==> config.mk <==
export PLATFORM = sky130hd
export DESIGN_NAME = ex_stage_pipe
export DESIGN_NICKNAME = d
export VERILOG_FILES = /design/src/rtl/ex_stage_pipe.sv
export SDC_FILE = /design/constraint.sdc
export NUM_CORES = 1
export LEC_CHECK = 0
export CORE_ASPECT_RATIO = 0.9
export CORE_MARGIN = 2
export CORE_UTILIZATION = 40
export DETAILED_ROUTE_END_ITERATION = 10
export SYNTH_ARGS = -nofsm -noshare
export SYNTH_HDL_FRONTEND = slang
export SYNTH_SLANG_ARGS = --single-unit
==> constraint.sdc <==
create_clock -name clock -period 7.25 [get_ports clock]
set_input_delay 0.725 -clock clock [delete_from_list [all_inputs] [get_ports clock]]
set_output_delay 0.725 -clock clock [all_outputs]
set_load 0.01 [all_outputs]
==> src/rtl/ex_stage_pipe.sv <==
// Two-stage pipelined execute unit with valid/ready handshaking.
// Stage 1 registers pre-processed operands; stage 2 runs the ALU and
// registers the result, status flags and store request.
module ex_stage_pipe #(
    parameter int REG_WD = 32
) (
    input  logic              clock,
    input  logic              reset,
    input  logic              enable_ex,
    input  logic              in_valid,
    output logic              in_ready,
    input  logic [REG_WD-1:0] src1,
    input  logic [REG_WD-1:0] src2,
    input  logic [REG_WD-1:0] imm,
    input  logic [6:0]        control_in,
    input  logic [REG_WD-1:0] mem_data_read_in,
    output logic              out_valid,
    input  logic              out_ready,
    output logic [REG_WD-1:0] aluout,
    output logic [REG_WD-1:0] mem_data_write_out,
    output logic              mem_write_en,
    output logic              carry,
    output logic              zero,
    output logic              overflow
);
    localparam int SH_WD = $clog2(REG_WD);

    localparam logic [2:0] OPS_SHIFT = 3'b000;
    localparam logic [2:0] OPS_ARITH = 3'b001;
    localparam logic [2:0] OPS_LOAD  = 3'b100;
    localparam logic [2:0] OPS_STORE = 3'b101;

    // Stage 1 registers
    logic              s1_valid_q;
    logic [REG_WD-1:0] s1_a_q, s1_b_q, s1_st_q, s1_ld_q, s1_addr_q;
    logic [2:0]        s1_opsel_q, s1_op_q;

    // Stage 2 registers
    logic              s2_valid_q;
    logic [REG_WD-1:0] res_q, mdw_q;
    logic              mwe_q, c_q, z_q, v_q;

    logic              s1_adv_s, s2_adv_s;
    logic [REG_WD-1:0] res_d;
    logic              c_d, v_d, z_d;

    logic [REG_WD:0]   sum_s;
    logic [REG_WD-1:0] diff_s;
    logic [SH_WD-1:0]  amt_s, sll_idx_s, srl_idx_s;
    logic [SH_WD:0]    rot_s;
    logic              msb_a_s, msb_b_s;

    assign s2_adv_s = enable_ex & (~s2_valid_q | out_ready);
    assign s1_adv_s = enable_ex & (~s1_valid_q | s2_adv_s);
    assign in_ready = reset & s1_adv_s;

    assign sum_s     = {1'b0, s1_a_q} + {1'b0, s1_b_q};
    assign diff_s    = s1_a_q - s1_b_q;
    assign amt_s     = s1_b_q[SH_WD-1:0];
    // REG_WD is a power of two, so 0 - amt wraps to REG_WD - amt
    assign sll_idx_s = {SH_WD{1'b0}} - amt_s;
    assign srl_idx_s = amt_s - {{(SH_WD-1){1'b0}}, 1'b1};
    assign rot_s     = (SH_WD+1)'(REG_WD) - {1'b0, amt_s};
    assign msb_a_s   = s1_a_q[REG_WD-1];
    assign msb_b_s   = s1_b_q[REG_WD-1];

    // ALU: result and flags from the stage-1 registers
    always_comb begin
        res_d = {REG_WD{1'b0}};
        c_d   = 1'b0;
        v_d   = 1'b0;
        case (s1_opsel_q)
            OPS_ARITH: begin
                case (s1_op_q)
                    3'b000: begin
                        res_d = sum_s[REG_WD-1:0];
                        c_d   = sum_s[REG_WD];
                        v_d   = ~(msb_a_s ^ msb_b_s) & (sum_s[REG_WD-1] ^ msb_a_s);
                    end
                    3'b001: begin
                        res_d = diff_s;
                        c_d   = (s1_a_q < s1_b_q);
                        v_d   = (msb_a_s ^ msb_b_s) & (diff_s[REG_WD-1] ^ msb_a_s);
                    end
                    3'b010:  res_d = s1_a_q & s1_b_q;
                    3'b011:  res_d = s1_a_q | s1_b_q;
                    3'b100:  res_d = s1_a_q ^ s1_b_q;
                    3'b101:  res_d = ~s1_a_q;
                    3'b110:  res_d = s1_b_q;
                    3'b111:  res_d = {{(REG_WD-1){1'b0}}, ($signed(s1_a_q) < $signed(s1_b_q))};
                    default: res_d = {REG_WD{1'b0}};
                endcase
            end
            OPS_SHIFT: begin
                case (s1_op_q)
                    3'b000: begin
                        res_d = s1_a_q << amt_s;
                        if (amt_s != {SH_WD{1'b0}}) c_d = s1_a_q[sll_idx_s];
                        else                        c_d = 1'b0;
                    end
                    3'b001: begin
                        res_d = s1_a_q >> amt_s;
                        if (amt_s != {SH_WD{1'b0}}) c_d = s1_a_q[srl_idx_s];
                        else                        c_d = 1'b0;
                    end
                    3'b010: begin
                        res_d = $signed(s1_a_q) >>> amt_s;
                        if (amt_s != {SH_WD{1'b0}}) c_d = s1_a_q[srl_idx_s];
                        else                        c_d = 1'b0;
                    end
                    3'b011:  res_d = (s1_a_q << amt_s) | (s1_a_q >> rot_s);
                    default: res_d = s1_a_q;
                endcase
            end
            OPS_LOAD:  res_d = s1_ld_q;
            OPS_STORE: res_d = s1_addr_q;
            default:   res_d = {REG_WD{1'b0}};
        endcase
        z_d = (res_d == {REG_WD{1'b0}});
    end

    // Stage 1: operand pre-processing register
    always_ff @(posedge clock) begin
        if (!reset) begin
            s1_valid_q <= 1'b0;
            s1_a_q     <= {REG_WD{1'b0}};
            s1_b_q     <= {REG_WD{1'b0}};
            s1_st_q    <= {REG_WD{1'b0}};
            s1_ld_q    <= {REG_WD{1'b0}};
            s1_addr_q  <= {REG_WD{1'b0}};
            s1_opsel_q <= 3'b000;
            s1_op_q    <= 3'b000;
        end else if (s1_adv_s) begin
            s1_valid_q <= in_valid;
            if (in_valid) begin
                s1_a_q     <= src1;
                s1_b_q     <= control_in[6] ? imm : src2;
                s1_st_q    <= src2;
                s1_ld_q    <= mem_data_read_in;
                s1_addr_q  <= src1 + imm;
                s1_opsel_q <= control_in[5:3];
                s1_op_q    <= control_in[2:0];
            end
        end
    end

    // Stage 2: result, flag and store-request register
    always_ff @(posedge clock) begin
        if (!reset) begin
            s2_valid_q <= 1'b0;
            res_q      <= {REG_WD{1'b0}};
            mdw_q      <= {REG_WD{1'b0}};
            mwe_q      <= 1'b0;
            c_q        <= 1'b0;
            z_q        <= 1'b0;
            v_q        <= 1'b0;
        end else if (s2_adv_s) begin
            s2_valid_q <= s1_valid_q;
            mwe_q      <= s1_valid_q & (s1_opsel_q == OPS_STORE);
            if (s1_valid_q) begin
                res_q <= res_d;
                mdw_q <= s1_st_q;
                c_q   <= c_d;
                z_q   <= z_d;
                v_q   <= v_d;
            end
        end
    end

    assign out_valid          = s2_valid_q;
    assign aluout             = res_q;
    assign mem_data_write_out = mdw_q;
    assign mem_write_en       = mwe_q;
    assign carry              = c_q;
    assign zero               = z_q;
    assign overflow           = v_q;
endmodule

==> results by group <==
Status
  – Status: completed

Logic synthesis
  – Post-Syn Area: 24500 sq um
  – Post-Syn Instances: 3288
  – YS warnings: 0
  – FFs w/ async S/R, synth: 0%
  – EDFF count, synth: 0
  – Main combinational cell family by area after synthesis: compound AO/OA/AOI/OAI gates
  – Sequential-to-total area share from yosys stat: 19.3%
  – Main synth FF type: dfxtp_1
  – Synth Net Count: 3561
  – Flops & latches, synth: 236
  – Fraction of synthesized cell area in xor and xnor cells: 2.11%
  – Mux cell area share after synthesis: 17.4%
  – Post-synthesis compound-gate area fraction: 27.4%
  – Unique masters post-synth: 87
  – Syn_area_per_cell: 7.45 sq um
  – Synth Area in Adders: 6.92%
  – Post-synthesis simple-gate area fraction: 20.2%

Critical path
  – Reg-to-Reg End: zero$_SDFFE_PN0P_
  – Worst path top cell family by delay: compound AO/OA/AOI/OAI gates
  – CP Data Arrival Time: 6.52 ns
  – Startpoint Class: flip-flop
  – Critical path type: flip-flop to flip-flop
  – Reg2Reg Setup Slack: 1.23 ns
  – Cells along the critical path: inv_1 -> ha_1 -> nor2b_1 -> o31ai_1 -> o211ai_1 -> o21ai_0 -> o221a_2 -> mux2i_1 -> a21oi_1 -> a211oi_1 -> nand4_1 -> nor4_1 -> nand4_1 -> o41ai_2
  – Critical path endpoint: zero$_SDFFE_PN0P_
  – Slowest cell on the critical path: dfxtp_1
  – CP startpoint: s1_a_q[6]$_SDFFE_PN0P_
  – WP buf/inv: 1
  – CP max stage delay: 1.01 ns
  – CP most frequent cell: nand4_1
  – Worst R2R Start: s1_a_q[6]$_SDFFE_PN0P_
  – Crit-path max FO: 20
  – R2R depth: 14
  – Worst path depth: 14
  – CP Capture Type: flip-flop
  – WP data required: 7.75 ns

STA
  – Fin crit period: 6.02 ns
  – Relative slew slack: 6.37%
  – Slew Viols, Final: 0
  – Fmax: 166 MHz
  – Hold_ws: 0.451 ns
  – Final period util: 83.0%
  – Final hold violations: 0
  – RSZ-0062 raised after global routing: no
  – # setup viols final: 0
  – Setup TNS Final: 0 ns
  – Worst Skew: 0.0332 ns
  – Worst Max-Slew Pin Slew: 1.37 ns

Clock network
  – Worst-path clk slew: 0.06 ns
  – CTS tree: yes
  – CTS H-tree lvls: 1
  – Sink Count: 236
  – CTS max path bufs: 3
  – Skew-Pair Late Insertion Delay: 0.60 ns
  – CTS buffer count: 29
  – Post-CTS Resized: 0
  – Root buffer cell: clkbuf_16
  – Post-CTS Setup Inserts: 0
  – Hold_buf cts: 0

Layout
  – Most common cell after layout, fill and taps aside: nand2_1
  – Most frequent cells in the layout: nand2_1, a21oi_1, nor2_1
  – NumNets Final: 3597
  – Final Non-Filler Cells: 4140
  – Layout cells sized above 1: 10.6%
  – Area delta synth->final: 15.1%

Die
  – Core Area: 60900 sq um
  – Die area: 63300 sq um
  – Die width: 265 um
  – Initial Util: 40.2%
  – Io pins: 210
  – Core Rows: 86
  – Chip height: 239 um

Route
  – DR vias: 28300
  – Antenna viol nets, final: 0
  – Vias per cell: 6.84
  – DRC errors left: 0
  – Detail-routed net length per standard cell: 33.1 um
  – Final WL: 137000 um
  – Number of DRC markers in iteration 0: 3766
  – First-pass detailed-route iteration total: 7

Pwr
  – Power Dens Cells: 176 nW/um^2
  – Pleak: 10.1 nW
  – Worst vdd ir: 0.000187 V

Place
  – DP Wirelength: 101000 um
  – RePlAce Congestion: 1.07
  – Port Buffer Count: 209
  – DP Cell Count: 4085

Worst hold path
  – Min-delay worst type: flip-flop to flip-flop
  – Hold Path Origin: s1_addr_q[3]$_SDFFE_PN0P_

Global route
  – Largest net degree at the start of global routing: 131
  – Congestion Overflow GR: 0
  – Vias in the first global route: 26300
  – Initial antenna violation count: 6
  – All-layer global routing usage: 41.8%
  – First-pass GRT wire length: 193000 um

Flow run
  – Max-Cap Viols: 0
[cells in the mapped netlist (all sizes together) (47+ instances only)]
master  instances  share of area, %
clkbuf        233               3.6
nand2         543               8.3
o21ai         161               3.3
xnor2          47               1.7
a211oi         84               2.6
inv           105               1.6
nor3           65               1.3
a21oi         325               6.6
ha            130               6.6
buf            70               1.6
mux4          100               9.2
mux2i         153               6.3
o22ai          59               1.5
nor2          283               4.3
dfxtp         236                19
[per-layer routing]
metal / GRT usage (%) / wire length, um / vias up
met3: 13.1 / 18300 / 368
li1: - / - / 12200
met1: 56.5 / 55200 / 13700
met5: 0 / 42 / -
met2: 59.8 / 55600 / 2028
met4: 20.9 / 8000 / 6
[metrics by stage]
| stage | setup WS [ns] | utilization, % | total power, W | instance area, sq um |
|---|---|---|---|---|
| after floorplan | 2.23 | - | 0.00262 | 24500 |
| after global placement | 1.55 | 44.7 | 0.00336 | 27200 |
| after detailed placement | 1.51 | 44.7 | 0.00336 | 27200 |
| after CTS | 1.52 | 46.3 | 0.00488 | 28200 |
| after global routing | 0.950 | 46.3 | 0.00511 | 28200 |
| final | 1.23 | 46.3 | 0.00497 | 28200 |
[registers in the layout, indices dropped and copies added (netlist names)]
signal,count
mem_data_write_out,32
zero,1
s1_a_q,32
mem_write_en,1
s1_st_q,32
s1_valid_q,1
carry,1
s1_op_q,3
s1_ld_q,32
s1_b_q,32
aluout,32
out_valid,1
overflow,1
s1_opsel_q,3
s1_addr_q,32
[worst min-delay path by stage]
stage / endpoint / slack [ns] / depth (start not counted)
after global placement: mem_data_write_out[28]$_SDFFE_PN0P_ / 0.44 / 2
after detailed placement: s1_addr_q[12]$_SDFFE_PN0P_ / 0.44 / 2
final: s1_addr_q[3]$_SDFFE_PN0P_ / 0.45 / 2
after floorplan: s1_addr_q[27]$_SDFFE_PN0P_ / 0.43 / 2
after global routing: mem_data_write_out[26]$_SDFFE_PN0P_ / 0.46 / 2
after CTS: s1_addr_q[12]$_SDFFE_PN0P_ / 0.45 / 2
[final cells by class]
cell class / instances / area (sq um)
antenna: 3 / 7.51
clock buffer: 36 / 772
clock inverter: 16 / 216
fill: 6183 / 32700
inverter: 107 / 407
multi-input combinational: 2642 / 18200
sequential: 236 / 4740
tap: 792 / 991
timing repair buffer: 308 / 2860
[power breakdown]
group          internal (W)  switching [W]  total, W
Clock              0.000905       0.000632   0.00154
Combinational      0.000690        0.00130   0.00199
Sequential          0.00136      0.0000861   0.00145
[kinds of logic after synthesis]
| kind of cell | after synthesis |
|---|---|
| XOR/XNOR | 59 |
| adder cells (fa/ha/maj) | 134 |
| flip-flops | 236 |
| AO/OA/AOI/OAI | 1025 |
| buffers and inverters | 410 |
| AND/OR/NAND/NOR | 1130 |
| multiplexers | 294 |
[worst reg2reg max path, stage by stage, from the launching register on]
cell      delay (ns)
dfxtp_1         1.01
inv_1           0.23
ha_1            0.66
nor2b_1         0.19
o31ai_1         0.34
o211ai_1        0.24
o21ai_0         0.67
o221a_2         0.47
mux2i_1         0.21
a21oi_1         0.13
a211oi_1        0.62
nand4_1         0.25
nor4_1          0.54
nand4_1         0.17
o41ai_2         0.20
Power figures use the tool's default switching activity.
